[config.mk]
export PLATFORM = sky130hd
export DESIGN_NAME = dwbmem_loader
export DESIGN_NICKNAME = d
export VERILOG_FILES = /design/src/rtl/dwbmem_loader_pkg.sv /design/src/rtl/dwbmem_loader_packer.sv /design/src/rtl/dwbmem_loader.sv
export SDC_FILE = /design/constraint.sdc
export NUM_CORES = 1
export LEC_CHECK = 0
export ABC_AREA = 1
export ABC_CLOCK_PERIOD_IN_PS = 6500
export CAP_MARGIN = 20
export CELL_PAD_IN_SITES_DETAIL_PLACEMENT = 1
export CELL_PAD_IN_SITES_GLOBAL_PLACEMENT = 1
export CORE_MARGIN = 1
export CORE_UTILIZATION = 36
export CTS_BUF_LIST = sky130_fd_sc_hd__clkbuf_4 sky130_fd_sc_hd__clkbuf_8
export DETAILED_ROUTE_END_ITERATION = 10
export PLACE_DENSITY_LB_ADDON = 0.1
export SLEW_MARGIN = 20
export SYNTH_ARGS = -nofsm -noshare
export SYNTH_HDL_FRONTEND = slang
export SYNTH_SLANG_ARGS = --single-unit
[constraint.sdc]
create_clock -name clk_i -period 6.5 [get_ports clk_i]
set_input_delay 1.95 -clock clk_i [delete_from_list [all_inputs] [get_ports clk_i]]
set_output_delay 1.95 -clock clk_i [all_outputs]
set_load 0.03 [all_outputs]
[src/rtl/dwbmem_loader_pkg.sv]
// Shared types and constants for the boot-time BRAM loader.
package dwbmem_loader_pkg;

    typedef enum logic [2:0] {
        StIdle,
        StFill,
        StReq,
        StWaitAck,
        StRdReq,
        StRdWait,
        StDone
    } state_e;

    localparam logic [7:0]  ACK_TIMEOUT         = 8'd255;
    localparam int unsigned DEPTH_WORDS_DEFAULT = 256;
    // Wide enough to hold a length of exactly DEPTH_WORDS.
    localparam int unsigned IDX_W               = $clog2(DEPTH_WORDS_DEFAULT) + 1;

endpackage

[src/rtl/dwbmem_loader_packer.sv]
// Packs an accepted byte stream little-endian into 32-bit words.
module dwbmem_loader_packer (
    input  logic        clk_i,
    input  logic        rst_i,
    input  logic        clr_i,
    input  logic        byte_valid_i,
    input  logic        byte_ready_i,
    input  logic [7:0]  byte_data_i,
    output logic        word_valid_o,
    output logic [31:0] word_o
);

    logic [1:0]  cnt_q, cnt_d;
    logic [23:0] sh_q, sh_d;
    logic        accept;

    assign accept = byte_valid_i & byte_ready_i;

    always_comb begin
        cnt_d = cnt_q;
        sh_d  = sh_q;
        if (accept) begin
            cnt_d = cnt_q + 2'd1;
            // Newest byte enters at the top so byte 0 ends up in bits [7:0].
            sh_d  = {byte_data_i, sh_q[23:8]};
        end
    end

    assign word_valid_o = accept && (cnt_q == 2'd3);
    assign word_o       = {byte_data_i, sh_q};

    always_ff @(posedge clk_i) begin
        if (rst_i || clr_i) begin
            cnt_q <= 2'd0;
            sh_q  <= 24'd0;
        end else begin
            cnt_q <= cnt_d;
            sh_q  <= sh_d;
        end
    end

endmodule

[src/rtl/dwbmem_loader.sv]
// Wishbone pipelined master filling BRAM from a byte stream at boot.
// Define DWBMEM_LOADER_VERIFY_EN to add checksum-based readback verification.
module dwbmem_loader
    import dwbmem_loader_pkg::*;
#(
    parameter logic [31:0] BASE_ADDR   = 32'h0000_0000,
    parameter int unsigned DEPTH_WORDS = 256
) (
    input  logic        clk_i,
    input  logic        rst_i,
    input  logic        start_i,
    input  logic [8:0]  len_i,
    input  logic        byte_valid_i,
    input  logic [7:0]  byte_data_i,
    output logic        byte_ready_o,
    output logic [31:0] wb_adr_o,
    output logic [31:0] wb_dat_o,
    input  logic [31:0] wb_dat_i,
    output logic        wb_we_o,
    output logic        wb_stb_o,
    output logic        wb_cyc_o,
    output logic [3:0]  wb_sel_o,
    input  logic        wb_ack_i,
    input  logic        wb_stall_i,
    output logic        busy_o,
    output logic        done_o,
    output logic        err_o
);

    state_e           state_q, state_d;
    logic [IDX_W-1:0] len_q, len_d;
    logic [IDX_W-1:0] idx_q, idx_d;
    logic [IDX_W-1:0] idx_inc;
    logic [31:0]      dat_q, dat_d;
    logic             err_q, err_d;
    logic [7:0]       tmo_q, tmo_d;
    logic             pk_clr;
    logic             pk_valid;
    logic [31:0]      pk_word;
    logic             last_word;
    logic             tmo_hit;

`ifdef DWBMEM_LOADER_VERIFY_EN
    logic [31:0] wsum_q, wsum_d;
    logic [31:0] rsum_q, rsum_d;
`else
    logic unused_dat_i;
    assign unused_dat_i = ^wb_dat_i;
`endif

    assign idx_inc   = idx_q + IDX_W'(1);
    assign last_word = (idx_inc == len_q);
    assign tmo_hit   = (tmo_q == ACK_TIMEOUT - 8'd1);

    dwbmem_loader_packer u_packer (
        .clk_i        (clk_i),
        .rst_i        (rst_i),
        .clr_i        (pk_clr),
        .byte_valid_i (byte_valid_i),
        .byte_ready_i (byte_ready_o),
        .byte_data_i  (byte_data_i),
        .word_valid_o (pk_valid),
        .word_o       (pk_word)
    );

    always_comb begin
        state_d = state_q;
        len_d   = len_q;
        idx_d   = idx_q;
        dat_d   = dat_q;
        err_d   = err_q;
        tmo_d   = tmo_q;
        pk_clr  = 1'b0;
`ifdef DWBMEM_LOADER_VERIFY_EN
        wsum_d  = wsum_q;
        rsum_d  = rsum_q;
`endif
        case (state_q)
            StIdle: begin
                if (start_i) begin
                    if (32'(len_i) > DEPTH_WORDS) begin
                        err_d   = 1'b1;
                        state_d = StDone;
                    end else if (len_i != '0) begin
                        len_d   = len_i;
                        idx_d   = '0;
                        err_d   = 1'b0;
                        pk_clr  = 1'b1;
`ifdef DWBMEM_LOADER_VERIFY_EN
                        wsum_d  = 32'd0;
                        rsum_d  = 32'd0;
`endif
                        state_d = StFill;
                    end
                end
            end
            StFill: begin
                if (pk_valid) begin
                    dat_d   = pk_word;
                    state_d = StReq;
                end
            end
            StReq: begin
                if (!wb_stall_i) begin
                    tmo_d   = 8'd0;
                    state_d = StWaitAck;
                end
            end
            StWaitAck: begin
                if (wb_ack_i) begin
                    idx_d = idx_inc;
`ifdef DWBMEM_LOADER_VERIFY_EN
                    wsum_d = wsum_q + dat_q;
                    if (last_word) begin
                        idx_d   = '0;
                        state_d = StRdReq;
                    end else begin
                        state_d = StFill;
                    end
`else
                    state_d = last_word ? StDone : StFill;
`endif
                end else if (tmo_hit) begin
                    err_d   = 1'b1;
                    state_d = StDone;
                end else begin
                    tmo_d = tmo_q + 8'd1;
                end
            end
`ifdef DWBMEM_LOADER_VERIFY_EN
            StRdReq: begin
                if (!wb_stall_i) begin
                    tmo_d   = 8'd0;
                    state_d = StRdWait;
                end
            end
            StRdWait: begin
                if (wb_ack_i) begin
                    idx_d  = idx_inc;
                    rsum_d = rsum_q + wb_dat_i;
                    if (last_word) begin
                        if (rsum_d != wsum_q) err_d = 1'b1;
                        state_d = StDone;
                    end else begin
                        state_d = StRdReq;
                    end
                end else if (tmo_hit) begin
                    err_d   = 1'b1;
                    state_d = StDone;
                end else begin
                    tmo_d = tmo_q + 8'd1;
                end
            end
`endif
            StDone:  state_d = StIdle;
            default: state_d = StIdle;
        endcase
    end

    always_comb begin
        byte_ready_o = (state_q == StFill);
        wb_stb_o     = (state_q == StReq);
        wb_cyc_o     = (state_q == StReq) || (state_q == StWaitAck);
`ifdef DWBMEM_LOADER_VERIFY_EN
        wb_stb_o     = wb_stb_o || (state_q == StRdReq);
        wb_cyc_o     = wb_cyc_o || (state_q == StRdReq) || (state_q == StRdWait);
`endif
        wb_we_o      = (state_q == StReq);
        wb_sel_o     = wb_stb_o ? 4'hF : 4'h0;
        wb_adr_o     = wb_stb_o ? BASE_ADDR + {21'd0, idx_q, 2'b00} : 32'd0;
        wb_dat_o     = (state_q == StReq) ? dat_q : 32'd0;
        busy_o       = wb_cyc_o || (state_q == StFill);
        done_o       = (state_q == StDone);
        err_o        = err_q;
    end

    always_ff @(posedge clk_i) begin
        if (rst_i) begin
            state_q <= StIdle;
            len_q   <= '0;
            idx_q   <= '0;
            dat_q   <= 32'd0;
            err_q   <= 1'b0;
            tmo_q   <= 8'd0;
`ifdef DWBMEM_LOADER_VERIFY_EN
            wsum_q  <= 32'd0;
            rsum_q  <= 32'd0;
`endif
        end else begin
            state_q <= state_d;
            len_q   <= len_d;
            idx_q   <= idx_d;
            dat_q   <= dat_d;
            err_q   <= err_d;
            tmo_q   <= tmo_d;
`ifdef DWBMEM_LOADER_VERIFY_EN
            wsum_q  <= wsum_d;
            rsum_q  <= rsum_d;
`endif
        end
    end

endmodule
==> summary.txt, run 1 <==
Status
  – Status: complete, no violations

Clock network
  – CTS sink count: 88
  – Clock latency on the worst-skew pair: ~380 ps
  – Resized cells post-CTS: 0
  – Htree depth: 3
  – Postcts setup bufs: 0
  – Clock buffer depth: 2
  – Root buf cell: clkbuf_8
  – CTS clk-pin slew, worst paths: 90 ps
  – CTS tree: yes
  – Hold_buf cts: 0
  – TritonCTS Buffers: 9

Pwr
  – Final Power: approximately 1.5 mW
  – Maximum vdd drop: about 0.00015 V
  – Pwr dens: 293 mW/mm2
  – Lkg Pwr: 1.86 nW

Timing
  – RSZ-0062 raised after global routing: false
  – Fin worst setup slack: 1990 ps
  – Hold slack: 459 ps
  – Post-route minimum period: 4510 ps
  – Final Cycle Share: 0.695
  – Total negative slack: 0 ps
  – Slew Viols, Final: 0
  – Setup Viol. Count Final: 0
  – Highest Clock Rate: 0.222 GHz
  – Worst-margin pin slew: 760 ps
  – Normalized max-slew margin: 0.493
  – Final Skew: 12.5 ps
  – Hold Fails Final Rpt: 0

Placed design
  – # port buffers: 74
  – Placed cell area: between 0.004 and 0.005 mm2
  – Placed Cells: 785
  – Post-Place Worst Slack: 1900 ps
  – Gpl congestion: 0.777
  – DP HPWL: between 7000 and 8000 um

Setup path
  – Depth of the worst register-to-register path: 6
  – Worst Path Arrival: approximately 2600 ps
  – Delay-heaviest family, CP: buffers and inverters
  – Max incr delay on CP: around 710 ps
  – Cell chain of the critical path: nand2_2, nor2_4, inv_2, nor2_1, clkdlybuf4s50_1
  – CP max-delay cell: clkdlybuf4s50_1
  – Critical path startpoint category: register
  – Worst r2r dst: u_packer.cnt_q[0]$_SDFFE_PP0P_
  – Worst EP required: 4550 ps
  – Flop-to-flop setup slack: 3810 ps
  – Buf/Inv on CP: 2
  – Critical R2R Launch: state_q[1]$_SDFFE_PP0P_
  – Crit Path Class: reg2out
  – Critical Path End Type: output pin
  – CP max FO: 42

Finish
  – Final Core Density: 0.452
  – Post-layout instance count excluding filler cells: 801
  – Syn-to-layout area delta: 22.3%
  – Share of layout cells above drive strength 1: 0.0653
  – Antenna diodes: 0
  – Commonest non-fill, non-tap cells in the layout: nand2_1, dfxtp_1, nor2_1, a21oi_1, clkdlybuf4s50_1
  – Commonest non-fill, non-tap cell in the layout: nand2_1
  – Reg area: 0.00176 mm2
  – Post-route cell area: 0.00513 mm2
  – Area of the multi-input gates: 0.00193 mm2
  – Fillers: between 1000 and 1500
  – Post-layout nets: 714

Detailed routing
  – First drt pass iteration count: 4
  – # DRC: 0
  – WL final: ~11000 um
  – Via count: 3848
  – Post-DRT Antenna Nets: 0
  – Iteration-0 DRC Markers: 119
  – Vias per Instance: 4.80
  – WL per Instance: approximately 14 um

GRT
  – GR Util met3: 0.0265
  – Busiest grt layer: met2
  – Initial antenna violation count: 0
  – GR Util met2: 0.333
  – Met1 Use GR: 0.235
  – Vias in the first global route: between 3000 and 4000
  – Gr usage total: 0.192
  – Largest net degree at the start of global routing: 43
  – Global route total overflow: 0
  – Global-route wire length before repair: 17800 um

Logic synthesis
  – Synthesized instance count: 595
  – Yosys warns: 0
  – Avg Cell Area, Syn: between 7 and 8 um2
  – Synthesized area: 0.00420 mm2
  – Distinct cells, synth: 35
  – Synthesis-stage register bit count: 88
  – Post-synthesis sequential area ratio: 0.420

Floorplanning
  – Cell Rows: 39
  – Width of the die: 110 um
  – Initial Utilization: 0.369
  – Ports: 130
  – Die Height: approximately 110 um
  – Core area: 0.0114 mm2
  – Full die area: between 0.01 and 0.015 mm2

Min path
  – Hold Crit Endpoint: dat_q[16]$_SDFFE_PP0P_
  – Min-delay src: dat_q[16]$_SDFFE_PP0P_
  – HP Class: reg2reg
  – Hold depth: 2

Flow run
  – Max Cap Violations: 0
==> cells in the mapped netlist (all sizes together) <==
master	n	area, um2
or2	1	6.26
and2	1	6.26
a211oi	1	12.5
nor2	82	363
dfxtp	88	1760
xor2	3	26.3
a22oi	5	37.5
ha	6	75.1
nand4	2	12.5
buf	28	210
nand2	114	438
a41oi	1	8.76
nand3b	2	15.0
a32oi	1	8.76
nor3	4	25.0
conb	1	3.75
o21bai	1	7.51
a21oi	76	392
xnor2	1	8.76
clkinv	1	3.75
nand3	20	113
clkbuf	23	86.3
nor4	2	12.5
inv	78	300
o21ai	53	265
==> worst max path at each step <==
| stage | startpoint | end | cells past startpoint |
|---|---|---|---|
| detailed placement | byte_valid_i | u_packer.cnt_q[0]$_SDFFE_PP0P_ | 6 |
| global placement | byte_valid_i | u_packer.cnt_q[0]$_SDFFE_PP0P_ | 6 |
| CTS | state_q[1]$_SDFFE_PP0P_ | wb_dat_o[21] | 5 |
| floorplan | state_q[1]$_SDFFE_PP0P_ | wb_adr_o[10] | 5 |
| finish | state_q[1]$_SDFFE_PP0P_ | wb_dat_o[21] | 5 |
| global route | state_q[1]$_SDFFE_PP0P_ | wb_dat_o[21] | 5 |
==> worst register-to-register path, delay by kind of cell (launching register included) <==
| family | cells | cell delay, ps |
|---|---|---|
| buffers and inverters | 1 | 820 |
| AND/OR/NAND/NOR | 4 | 1320 |
| flip-flops | 1 | 360 |
| AO/OA/AOI/OAI | 1 | 130 |
==> logic make-up after synthesis <==
kind of cell,share of synthesized area
buffers and inverters,0.143
adders and majority gates,0.0179
xor gates and xnor gates,0.00834
and+or+nand+nor,0.236
AOI/OAI and AO/OA,0.174
other,0.000893
DFF,0.420
==> layout make-up <==
| type | instances | share of cell area |
|---|---|---|
| multi-input cells | 399 | 0.377 |
| flip-flops and latches | 88 | 0.343 |
| repair buffers | 76 | 0.147 |
| inverters | 79 | 0.0592 |
| well taps | 143 | 0.0349 |
| clock buffers | 10 | 0.0256 |
| clock inverters | 6 | 0.0134 |
==> sequential cells by signal, indices dropped and copies added, names as in the netlist <==
name,flops
state_q,3
u_packer.sh_q,24
dat_q,32
len_q,9
err_o,1
idx_q,9
u_packer.cnt_q,2
tmo_q,8
==> metal layers <==
| metal | vias to the layer above | routed length (um) | share of wire |
|---|---|---|---|
| li1 | 1950 | - | - |
| met1 | 1828 | 5130 | 0.47 |
| met2 | 55 | 5320 | 0.49 |
| met3 | 15 | 254 | 0.023 |
| met4 | 0 | 247 | 0.023 |
| met5 | - | 0 | 0 |
==> report_power, final <==
group          total [mW]  internal, mW  leakage, nW  switching, mW
clock network       0.394         0.183       0.0886          0.210
logic               0.507         0.151         1.06          0.356
registers           0.601         0.571        0.711         0.0300
No activity file was read; power rests on OpenSTA's default activity.
==> run 2, diff against run 1 <==
--- a/config.mk
+++ b/config.mk
@@ -6,12 +6,12 @@
 export NUM_CORES = 1
 export LEC_CHECK = 0
 export ABC_AREA = 1
-export ABC_CLOCK_PERIOD_IN_PS = 6500
+export ABC_CLOCK_PERIOD_IN_PS = 3600
 export CAP_MARGIN = 20
 export CELL_PAD_IN_SITES_DETAIL_PLACEMENT = 1
 export CELL_PAD_IN_SITES_GLOBAL_PLACEMENT = 1
 export CORE_MARGIN = 1
-export CORE_UTILIZATION = 36
+export CORE_UTILIZATION = 30
 export CTS_BUF_LIST = sky130_fd_sc_hd__clkbuf_4 sky130_fd_sc_hd__clkbuf_8
 export DETAILED_ROUTE_END_ITERATION = 10
 export PLACE_DENSITY_LB_ADDON = 0.1
==> constraint.sdc (replaced) <==
create_clock -name clk_i -period 3.6 [get_ports clk_i]
set_input_delay 1.08 -clock clk_i [delete_from_list [all_inputs] [get_ports clk_i]]
set_output_delay 1.08 -clock clk_i [all_outputs]
set_load 0.03 [all_outputs]
==> run 2 against run 1 <==
Net effect: clock power rose by 84%; highest routed layer unchanged; register-to-register slack got worse by 2200 ps; final cell count rose by 5.5%; clock skew fell by 2.9 ps; critical path type unchanged; critical endpoint is now wb_adr_o[3].
==> summary.txt, run 2 (synthesized netlist as in run 1, its figures left out) <==
Timing
  – Setup Viol. Count Final: 0 (unchanged)
  – Final Cycle Share: 0.938
  – Slew Viols, Final: 0 (unchanged)
  – Hold Fails Final Rpt: 0 (unchanged)
  – Final Skew: 9.53 ps (-2.93 ps)
  – Total negative slack: 0 ps (unchanged)
  – Post-route minimum period: 3380 ps
  – RSZ-0062 raised after global routing: false
  – Highest Clock Rate: 0.296 GHz

Finish
  – Fillers: 1703 (+16%)
  – Commonest non-fill, non-tap cell in the layout: nand2_1
  – Top flop regs: dat_q: 32 flops, u_packer.sh_q: 24 flops
  – Share of layout cells above drive strength 1: 0.0807 (+0.0154)
  – Post-layout instance count excluding filler cells: 845 (+5.5%)
  – Post-layout nets: 725 (+1.5%)
  – Area of the multi-input gates: 0.00193 mm2 (-0.39%)
  – Commonest non-fill, non-tap cells in the layout: nand2_1, dfxtp_1, nor2_1, a21oi_1, inv_1
  – Antenna diodes: 0 (unchanged)
  – Syn-to-layout area delta: 25.7%
  – Most flops, register: dat_q
  – Reg area: 0.00176 mm2 (unchanged)
  – Largest register FFs: 32 (unchanged)

GRT
  – Met1 Use GR: 0.190 (-0.0448)
  – Largest net degree at the start of global routing: 43 (unchanged)
  – GR Util met2: 0.295 (-0.0381)
  – Gr usage total: 0.163 (-0.0292)
  – Initial antenna violation count: 0 (unchanged)
  – Global-route wire length before repair: 18600 um (+4.7%)
  – GR Util met3: 0.0401 (+0.0136)
  – Vias in the first global route: 3905 (+2.5%)
  – Busiest grt layer: met2
  – Global route total overflow: 0 (unchanged)

Detailed routing
  – Iteration-0 DRC Markers: 116 (-2.5%)
  – # DRC: 0 (unchanged)
  – Vias per Instance: 4.56 (-5.2%)
  – WL per Instance: 13.5 um (-1.5%)
  – WL final: 11400 um (+3.9%)
  – First drt pass iteration count: 4 (unchanged)
  – Post-DRT Antenna Nets: 0 (unchanged)
  – Via count: 3849 (+0.026%)

Setup path
  – Crit Path Class: reg2out
  – Critical Path End Type: output pin
  – Critical path startpoint category: register
  – CP max FO: 24 (-43%)
  – Worst EP required: 2520 ps (-2030 ps)
  – Max incr delay on CP: 680 ps (-30 ps)
  – CP max-delay cell: clkdlybuf4s50_1
  – Worst Path Arrival: 2300 ps (-260 ps)
  – Cell chain of the critical path: nand2_2, nor2_4, inv_4, buf_12, nor2_1, clkdlybuf4s50_1
  – Depth of the worst register-to-register path: 13 (+7)

Floorplanning
  – Die Height: 120 um (+9.4%)
  – Width of the die: 120 um (+9.4%)
  – Initial Utilization: 0.312 (-0.0572)
  – Cell Rows: 42 (+7.7%)
  – Ports: 130 (unchanged)
  – Core area: 0.0135 mm2 (+18%)
  – Full die area: 0.0145 mm2 (+20%)

Min path
  – HP Class: reg2reg
  – Hold depth: 2 (unchanged)

Clock network
  – TritonCTS Buffers: 9 (unchanged)
  – Htree depth: 3 (unchanged)
  – Clock buffer depth: 2 (unchanged)
  – CTS clk-pin slew, worst paths: 90 ps (about the same)
  – Clock latency on the worst-skew pair: 380 ps (about the same)
  – CTS tree: yes
  – CTS sink count: 88 (unchanged)
  – Root buf cell: clkbuf_8

Pwr
  – Maximum vdd drop: 0.000234 V (+60%)
  – Pwr dens: 530 mW/mm2 (+81%)
  – Lkg Pwr: 2.01 nW (+8.2%)

Placed design
  – DP HPWL: 8210 um (+6.1%)
  – Gpl congestion: 0.785 (+1.1%)
  – Placed Cells: 825 (+5.1%)
  – # port buffers: 74 (unchanged)

Status
  – Status: complete, no violations

Flow run
  – Max Cap Violations: 0 (unchanged)
[run 2: cell types whose count changed in the layout (fill, tap and decap cells not counted), sizes merged]
cell / before / now
buf: 2 / 13
clkinv: 1 / 3
clkinvlp: 4 / 0
dlymetal6s2s: 0 / 4
clkdlybuf4s50: 74 / 70
clkbuf: 10 / 12
[run 2: final timing paths]
check | slack, ps | startpoint | end
worst max-delay path | 220 | state_q[1]$_SDFFE_PP0P_ | wb_adr_o[3]
worst min-delay path | 460 | dat_q[17]$_SDFFE_PP0P_ | dat_q[17]$_SDFFE_PP0P_
worst max register to register | 1620 | idx_q[1]$_SDFFE_PP0P_ | state_q[1]$_SDFFE_PP0P_
worst min register to register | 460 | dat_q[17]$_SDFFE_PP0P_ | dat_q[17]$_SDFFE_PP0P_
[run 2: power by group]
group | switching (mW) | leakage [nW] | total [mW] | internal, mW
Clock | 0.368 | 0.108 | 0.726 | 0.358
Sequential | 0.0544 | 0.711 | 1.09 | 1.03
Combinational | 0.654 | 1.20 | 0.986 | 0.333
[run 2: per-layer routing]
layer  wire length (um)  share of wire  up-vias
li1                   -              -     1973
met1               5220           0.46     1800
met2               5600           0.49       68
met3                452          0.040        8
met4                103         0.0090        0
met5                  0              0        -
[run 2: layout make-up]
type                    count  share of cell area
flip-flops and latches     88               0.334
clock buffers              12              0.0289
clock inverters             4             0.00995
multi-input cells         399               0.365
repair buffers             87               0.163
well taps                 176              0.0417
inverters                  79              0.0581
[run 2: critical path: cells and delay by family, from the launching register on]
kind,cells,cell delay [ps]
buf+inv,3,1020
flops,1,400
simple gates,3,500
[run 2: per-stage QoR]
stage | hold WS (ps) | total power, mW | util | worst slack (ps) | cell area, um2
floorplan | 430 | 1.79 | - | 973 | 4280
detailed placement | 448 | 2.08 | 0.374 | 276 | 5030
finish | 458 | 2.80 | 0.392 | 225 | 5280
global route | 477 | 2.97 | 0.392 | 101 | 5280
global placement | 443 | 2.06 | 0.374 | 336 | 5030
CTS | 462 | 2.82 | 0.390 | 46.2 | 5240
[run 2: repair_timing]
item	4_1_cts	5_1_grt
buffers inserted	0	4
endpoints found under the setup margin	11	5
pin swaps	0	1
hold buffers	0	0
resized for setup	1	4
